File: src/rtl/uart_rx_oversampled_if.sv
// Serial-in / byte-out bundle of the oversampling UART receiver.
// master drives the line and observes the results; slave is the receiver.
interface uart_rx_oversampled_if #(
    parameter int DATA_WIDTH = 8
);
    logic                  serial_in;
    logic [DATA_WIDTH-1:0] received_data;
    logic                  data_is_valid;
    logic                  rx_error;
    logic                  o_busy;

    modport master (
        output serial_in,
        input  received_data,
        input  data_is_valid,
        input  rx_error,
        input  o_busy
    );

    modport slave (
        input  serial_in,
        output received_data,
        output data_is_valid,
        output rx_error,
        output o_busy
    );
endinterface

File: src/rtl/uart_rx_oversampled.sv
// 8N1 UART receiver, CLOCKS_PER_BIT clocks per bit, 3-sample mid-bit majority vote.
// Optional even-parity bit when UART_RX_PARITY_EN is defined.
module uart_rx_oversampled #(
    parameter int INPUT_DATA_WIDTH = 8,
    parameter int CLOCKS_PER_BIT   = 8
) (
    input logic                  clk,
    input logic                  reset,
    uart_rx_oversampled_if.slave rx
);
    localparam int H     = CLOCKS_PER_BIT / 2;
    localparam int CNT_W = $clog2(CLOCKS_PER_BIT);
    localparam int IDX_W = (INPUT_DATA_WIDTH > 1) ? $clog2(INPUT_DATA_WIDTH) : 1;

    // Samples land on the edges where baud_cnt advances to H-1, H and H+1;
    // the third edge is also the decision edge.
    localparam logic [CNT_W-1:0] CNT_SAMPLE0 = CNT_W'(H - 2);
    localparam logic [CNT_W-1:0] CNT_SAMPLE1 = CNT_W'(H - 1);
    localparam logic [CNT_W-1:0] CNT_DECIDE  = CNT_W'(H);
    localparam logic [CNT_W-1:0] CNT_LAST    = CNT_W'(CLOCKS_PER_BIT - 1);
    localparam logic [IDX_W-1:0] IDX_LAST    = IDX_W'(INPUT_DATA_WIDTH - 1);

    typedef enum logic [2:0] {
        IDLE,
        START,
        DATA,
`ifdef UART_RX_PARITY_EN
        PARITY,
`endif
        STOP,
        WAIT_IDLE
    } state_t;

    state_t                      state, state_next;
    logic                        sync1, sync2;
    logic [CNT_W-1:0]            baud_cnt, cnt_next;
    logic [IDX_W-1:0]            bit_idx, idx_next;
    logic                        samp0, samp1;
    logic [INPUT_DATA_WIDTH-1:0] shift_reg, shift_next;
    logic [INPUT_DATA_WIDTH-1:0] data_q, data_next;
    logic                        valid_q, valid_next;
    logic                        err_q, err_next;
    logic                        majority, at_decide, at_bit_end, frame_ok;

    assign at_decide  = (baud_cnt == CNT_DECIDE);
    assign at_bit_end = (baud_cnt == CNT_LAST);
    assign majority   = (samp0 & samp1) | (samp0 & sync2) | (samp1 & sync2);

`ifdef UART_RX_PARITY_EN
    logic parity_bit, parity_next;
    assign frame_ok = majority && !(^shift_reg ^ parity_bit);
`else
    assign frame_ok = majority;
`endif

    always_comb begin
        // NOTE: every output of this block gets a default first so no path can infer a latch.
        state_next = state;
        cnt_next   = at_bit_end ? '0 : baud_cnt + CNT_W'(1);
        idx_next   = bit_idx;
        shift_next = shift_reg;
        data_next  = data_q;
        valid_next = 1'b0;
        err_next   = 1'b0;
`ifdef UART_RX_PARITY_EN
        parity_next = parity_bit;
`endif
        case (state)
            IDLE: begin
                cnt_next = '0;
                if (!sync2) state_next = START;
            end
            START: begin
                if (at_decide && majority) begin
                    state_next = IDLE;
                end else if (at_bit_end) begin
                    state_next = DATA;
                    idx_next   = '0;
                end
            end
            DATA: begin
                if (at_decide) shift_next[bit_idx] = majority;
                if (at_bit_end) begin
                    if (bit_idx == IDX_LAST) begin
`ifdef UART_RX_PARITY_EN
                        state_next = PARITY;
`else
                        state_next = STOP;
`endif
                    end else begin
                        idx_next = bit_idx + IDX_W'(1);
                    end
                end
            end
`ifdef UART_RX_PARITY_EN
            PARITY: begin
                if (at_decide) parity_next = majority;
                if (at_bit_end) state_next = STOP;
            end
`endif
            STOP: begin
                // Act at the stop decision instead of waiting out the stop bit.
                if (at_decide) begin
                    if (frame_ok) begin
                        data_next  = shift_reg;
                        valid_next = 1'b1;
                    end else begin
                        err_next = 1'b1;
                    end
                    state_next = majority ? IDLE : WAIT_IDLE;
                end
            end
            WAIT_IDLE: begin
                cnt_next = '0;
                if (sync2) state_next = IDLE;
            end
            default: state_next = IDLE;
        endcase
    end

    always_ff @(posedge clk) begin
        // NOTE: sequential state uses non-blocking assignments so every flop sees pre-edge values.
        if (reset) begin
            sync1     <= 1'b1;
            sync2     <= 1'b1;
            state     <= IDLE;
            baud_cnt  <= '0;
            bit_idx   <= '0;
            samp0     <= 1'b1;
            samp1     <= 1'b1;
            shift_reg <= '0;
            data_q    <= '0;
            valid_q   <= 1'b0;
            err_q     <= 1'b0;
`ifdef UART_RX_PARITY_EN
            parity_bit <= 1'b0;
`endif
        end else begin
            sync1     <= rx.serial_in;
            sync2     <= sync1;
            state     <= state_next;
            baud_cnt  <= cnt_next;
            bit_idx   <= idx_next;
            shift_reg <= shift_next;
            data_q    <= data_next;
            valid_q   <= valid_next;
            err_q     <= err_next;
`ifdef UART_RX_PARITY_EN
            parity_bit <= parity_next;
`endif
            if (baud_cnt == CNT_SAMPLE0) samp0 <= sync2;
            if (baud_cnt == CNT_SAMPLE1) samp1 <= sync2;
        end
    end

    assign rx.received_data = data_q;
    assign rx.data_is_valid = valid_q;
    assign rx.rx_error      = err_q;
    assign rx.o_busy        = (state != IDLE);
endmodule

File: src/flat_wrapper.sv
// flat-port wrapper written by rule: the top's interface ports become plain ports
module uart_rx_oversampled_flat 
#(
    parameter int INPUT_DATA_WIDTH = 8,
    parameter int CLOCKS_PER_BIT   = 8
)
  (clk, reset, rx_serial_in, rx_received_data, rx_data_is_valid, rx_rx_error, rx_o_busy);
  uart_rx_oversampled_if #(.DATA_WIDTH((8))) rx_i ();
  input logic clk;
  input logic reset;
  input wire logic [$bits(rx_i.serial_in)-1:0] rx_serial_in;
  output wire logic [$bits(rx_i.received_data)-1:0] rx_received_data;
  output wire logic [$bits(rx_i.data_is_valid)-1:0] rx_data_is_valid;
  output wire logic [$bits(rx_i.rx_error)-1:0] rx_rx_error;
  output wire logic [$bits(rx_i.o_busy)-1:0] rx_o_busy;
  assign rx_i.serial_in = rx_serial_in;
  assign rx_received_data = rx_i.received_data;
  assign rx_data_is_valid = rx_i.data_is_valid;
  assign rx_rx_error = rx_i.rx_error;
  assign rx_o_busy = rx_i.o_busy;
  uart_rx_oversampled #(.INPUT_DATA_WIDTH(INPUT_DATA_WIDTH), .CLOCKS_PER_BIT(CLOCKS_PER_BIT)) u_core (.clk(clk), .reset(reset), .rx(rx_i));
endmodule
File: config.mk
export PLATFORM = sky130hd
export DESIGN_NAME = uart_rx_oversampled_flat
export DESIGN_NICKNAME = d
export VERILOG_FILES = /design/src/rtl/uart_rx_oversampled_if.sv /design/src/rtl/uart_rx_oversampled.sv /design/src/flat_wrapper.sv
export SDC_FILE = /design/constraint.sdc
export NUM_CORES = 1
export LEC_CHECK = 0
export CAP_MARGIN = 20
export CELL_PAD_IN_SITES_DETAIL_PLACEMENT = 0
export CELL_PAD_IN_SITES_GLOBAL_PLACEMENT = 2
export CORE_AREA = 2 2 68 70
export DETAILED_ROUTE_END_ITERATION = 12
export DIE_AREA = 0 0 70 72
export PLACE_DENSITY_LB_ADDON = 0.1
export SLEW_MARGIN = 0
export SYNTH_ARGS = -nofsm -noshare
export SYNTH_HDL_FRONTEND = slang
export SYNTH_SLANG_ARGS = --single-unit
File: constraint.sdc
create_clock -name clk -period 2.7 [get_ports clk]
set_clock_uncertainty 0.15 [all_clocks]
set_input_delay 0.54 -clock clk [delete_from_list [all_inputs] [get_ports clk]]
set_output_delay 0.54 -clock clk [all_outputs]
set_load 0.02 [all_outputs]
======== After elaboration in Yosys (flattened, before gate mapping) ========
Cells that the tools add are included.
word-level totals
  input bits .............................. 3
  memories kept ........................... 0
  bits in latches ......................... 0
  word-level logic and storage cells ...... 70
  flip-flop bits (word level) ............. 31
  memory bits (writable) .................. 0
  ROM bits ................................ 0
cells by class
  equality and inequality tests ........... 18
  shift-type cells ........................ 0
  multiply operators ...................... 0
  mux-type cells .......................... 19
  magnitude comparators ................... 2
  bitwise logic cells ..................... 7
  reduce and logical (&&, ||, !) cells .... 11
  add/subtract/negate cells ............... 2
  divide/modulo/power cells ............... 0
operators with widths
  kind                   count
  $mux W3                12
  $pmux W3 S5            1
  $eq A3 B2 Y1 const B   4
  $eq A3 B3 Y1 const B   4
  $ne A2 B1 Y1 const B   5
  $bwmux W8              1
  $add A3 B1 Y3 const B  2
  $ne A2 B2 Y1 const B   3
  $pmux W3 S2            1
  $reduce_and A6 Y1      1
  $reduce_and A5 Y1      1
  $lt A3 B4 Y1 const B   1
  $reduce_or A4 Y1       1
  $and A1 B1 Y1          3
  $demux W1 S3           1
  $eq A3 B1 Y1 const B   1
  $ge A3 B1 Y1 const B   1
  $logic_not A3 Y1       1
  $mux W1                3
  $ne A3 B1 Y1 const B   1
  $reduce_and A3 Y1      1
  $reduce_bool A3 Y1     1
  $reduce_or A3 Y1       1
  $logic_and A1 B1 Y1    2
  other kinds (4)        6

======== Logic depth before layout (Yosys ltp) ========
  word-level depth ........................ 6
  depth in mapped cells ................... 8
  gate-level depth less buffers ........... 6

======== Worst setup path after synthesis ========
Ideal clock, no wire load.
  path kind ............................... register to register
  start ................................... reg u_core.baud_cnt[0]
  end ..................................... reg u_core.state[0]
  arrival time ............................ 1.701 ns
  path slack .............................. 0.728 ns
  clock period less this slack ............ 1.972 ns
  library setup time ...................... 0.121 ns
  stages on the path, launching flop included .. 7
  cell sequence ........................... dfxtp_1 > ha_1 > ha_1 > nor2_1 > or4b_1 > o211ai_2 > mux2_4
between the ends
  word-level cells in the longest chain between the ends .. 4
  elaborated cells between the ends (all ways) .. 9
  classes of those cells .................. eq/ne: 5; mux: 2; reduce/logical: 2
ends and longest elaborated chain
  what                                                               line                        source
  start, declared                                                    uart_rx_oversampled.sv:36   logic [CNT_W-1:0] baud_cnt, cnt_next;
  start signal, assigned                                             uart_rx_oversampled.sv:142  baud_cnt <= cnt_next;
  $eq A3 B3 Y1                                                       uart_rx_oversampled.sv:45   assign at_decide = (baud_cnt == CNT_DECIDE);
  $logic_and A1 B1 Y1                                                uart_rx_oversampled.sv:74   if (at_decide && majority) begin
  $ne A3 B1 Y1 (no source line) or $mux W3 (tied branches)           -
  $reduce_and A6 Y1 (no source line) or $pmux W3 S5 (tied branches)  -
  end signal, assigned                                               uart_rx_oversampled.sv:141  state <= state_next;
  end, declared                                                      uart_rx_oversampled.sv:34   state_t state, state_next;
Parallel ways exist; a longest one is shown, timed or not.
A chain may end at the register's enable or synchronous reset.

======== Worst setup path after layout ========
  start ................................... reg u_core.state[1]
  end ..................................... out rx_o_busy
between the ends
  word-level cells in the longest chain between the ends .. 1
ends and longest elaborated chain
  what                line                        source
  $reduce_bool A3 Y1  uart_rx_oversampled.sv:159  assign rx.o_busy = (state != IDLE);
  end, declared       flat_wrapper.sv:15          output wire logic [$bits(rx_i.o_busy)-1:0] rx_o_busy;
Every way passes these cells.

==> metrics.md <==
| Metric | Value |
|---|---|
| Outcome | complete, no violations |
| Core area | 4260 µm² |
| Wire length on met3 | 108 µm |
| Worst slack, placed | 646 ps |
| Total power | 0.00100 W |
| Vias in the first global route | 1013 |
| Longest Clk Path Bufs | 2 |
| Worst-Skew Late Latency | 280 ps |
| Reg area | 621 µm² |
| Distinct cells, synth | 33 |
| Setup TNS | 0 ps |
| Top Layer Used | met4 |
| Hold Path Class | flip-flop to flip-flop |
| Multi-input combinational cell area | 721 µm² |
| Syn_area_per_cell | 9.18 µm² |
| Synth Warn # | 0 |
| Clk pin slew, worst setup/hold paths | 60 ps |
| Htree depth | 2 |
| Setup violators final | 0 |
| Num rows | 24 |
| Crit share post-route | 0.860 |
| Die W | 70 µm |
| #FFs+latches synth | 31 |
| Fmax achieved | 430 MHz |
| Antenna violations before repair | 0 |
| Total CTS buffers | 5 |
| Nets | 176 |
| Vias per std cell | 4.90 |
| Slowest stage cell, crit path | clkdlybuf4s50_1 |
| Global placement routability congestion | 0.681 |
| Routed Antenna Nets | 0 |
| Largest stage delay, worst path | 540 ps |
| DR pass1 iterations | 4 |
| Worst EP required | 2010 ps |
| Share of cells above drive strength 1 | 0.0898 |
| Cell area after layout | 1680 µm² |
| Startpoint Class | flip-flop |
| Die area | 5040 µm² |
| Syn nets | 163 |
| Buffers and inverters on the worst path | 1 |
| Tmin final | 2320 ps |
| Largest net degree at the start of global routing | 24 |
| Via count | 1073 |
| Util after Layout | 0.394 |
| Post-route DRC | 0 |
| CTS tree | done |
| Cts hold-fix bufs | 0 |
| Final Max Slew Viols | 0 |
| Leak Pwr | 0.713 nW |
| Critical path class | flip-flop to output pin |
| CP Capture Type | output pin |
| Total I/O pin count | 14 |
| ANT cells | 0 |
| Clock sink total | 31 |
| Die Ht | 72 µm |
| Sequential fraction of the synthesis area | 0.442 |
| Worst ir drop on vdd | 0.209 mV |
| Hold Violations, Final | 0 |
| Root Buffer | clkbuf_8 |
| CP cell instances | or3_1 -> clkdlybuf4s50_1 |
| First-pass GRT wire length | 4630 µm |
| Post-CTS Setup Inserts | 0 |
| Starting Density | 0.329 |
| DRT met1 WL | 1360 µm |
| CP top delay family | buffers and inverters |
| Worst-margin pin slew | 685 ps |
| Worst-path fanout max | 13 |
| Gate count after technology mapping | 153 |
| GR Util All Layers | 0.119 |
| Post-CTS sizing | 0 |
| DP Area | 1580 µm² |
| Area Growth Syn to Fin | 19.8% |
| Max cap viols | 0 |
| RSZ-0062 raised after global routing | false |
| PD cells | 595 nW/µm² |
| # port buffers | 13 |
| Netlist Area Pre-Place | 1400 µm² |
| Overflow left after global routing | 0 |
| Setup ws final | 377 ps |
| Initial DRC Count | 29 |
| Critical path data arrival time | 1630 ps |
| DR WL met2 | 1170 µm |
| Post-DP HPWL | 1900 µm |
| Final wirelength | 2680 µm |
| DR WL/cell | 12.2 µm |
| # fillers | 438 |
| Rel. slew slack | 0.542 |
metrics by stage:
| stage | std cells | hold slack, ps |
|---|---|---|
| finish | 219 | 261 |
| global route | 219 | 274 |
| CTS | 219 | 263 |
| detailed placement | 211 | 247 |
| global placement | 211 | 245 |
| floorplan | 153 | 239 |
area by class of cell:
| type | instances | area share |
|---|---|---|
| multi-input cells | 106 | 0.429 |
| flip-flops and latches | 31 | 0.369 |
| repair buffers | 15 | 0.0863 |
| clock buffers | 7 | 0.0573 |
| well taps | 52 | 0.0387 |
| inverters | 7 | 0.0156 |
| clock inverters | 1 | 0.00446 |
Yosys cell counts:
master	count	area share
nor2_1	28	0.075
inv_1	7	0.019
or3_1	1	0.0045
nand3b_1	1	0.0053
nor3b_1	2	0.011
dfxtp_1	31	0.44
nor3_1	1	0.0036
nand3_1	1	0.0036
or2_2	2	0.0089
mux2i_1	17	0.12
clkbuf_1	7	0.019
or3b_1	1	0.0062
a211oi_1	1	0.0053
nand4_1	7	0.031
a21oi_1	2	0.0071
buf_2	2	0.0071
or4b_1	1	0.0071
o21ai_0	4	0.014
ha_1	7	0.062
nor2b_1	5	0.022
a32oi_1	1	0.0062
mux2_4	1	0.011
o211ai_1	1	0.0053
o211ai_2	1	0.0089
maj3_2	1	0.0080
nand2b_1	4	0.018
nor4_1	4	0.018
o31ai_1	1	0.0053
and2_1	1	0.0045
a211o_1	2	0.012
nand2_1	6	0.016
xor2_1	1	0.0062
o21bai_1	1	0.0053
logic make-up (layout without fill, tap and decap cells):
kind of cell	Yosys count	count (layout)	share of synthesized area
buffers and inverters	16	30	0.0446
adders and majority gates	8	8	0.0704
AOI/OAI and AO/OA	14	14	0.0704
DFF	31	31	0.442
and+or+nand+nor	65	65	0.234
xor gates and xnor gates	1	1	0.00624
muxes	18	18	0.132
report_power, final:
group | internal [W] | leakage [nW] | switching, W | total, W
logic | 0.0000530 | 0.412 | 0.0000532 | 0.000106
clock network | 0.000232 | 0.0505 | 0.000173 | 0.000405
registers | 0.000468 | 0.250 | 0.0000210 | 0.000489
total | 0.000753 | 0.713 | 0.000247 | 0.00100
cell usage in the layout, fill, tap and decap left out, drive strengths merged, types with 2 or more instances in the layout:
master,count
buf,2
a21oi,2
inv,7
nand4,7
nor3b,2
clkdlybuf4s50,13
clkbuf,7
nor2,28
ha,7
dfxtp,31
a211o,2
nand2b,4
nor2b,5
o211ai,2
nor4,4
or2,2
nand2,6
mux2i,17
o21ai,4
worst paths after layout:
path / depth (start not counted) / to / slack (ps) / startpoint
max: 2 / rx_o_busy / 380 / u_core.state[1]$_SDFFE_PP0P_
min: 1 / u_core.sync2$_SDFF_PP1_ / 260 / u_core.sync1$_SDFF_PP1_
max reg2reg: 6 / u_core.bit_idx[2]$_SDFFE_PP0P_ / 630 / u_core.baud_cnt[0]$_SDFF_PP0_
min reg2reg: 1 / u_core.sync2$_SDFF_PP1_ / 260 / u_core.sync1$_SDFF_PP1_
routing by layer:
| layer | up-vias | GRT usage |
|---|---|---|
| met4 | 0 | 0.0449 |
| li1 | 551 | - |
| met5 | - | 0 |
| met3 | 5 | 0.0431 |
| met2 | 18 | 0.176 |
| met1 | 499 | 0.159 |
No activity file was read; power rests on OpenSTA's default activity.
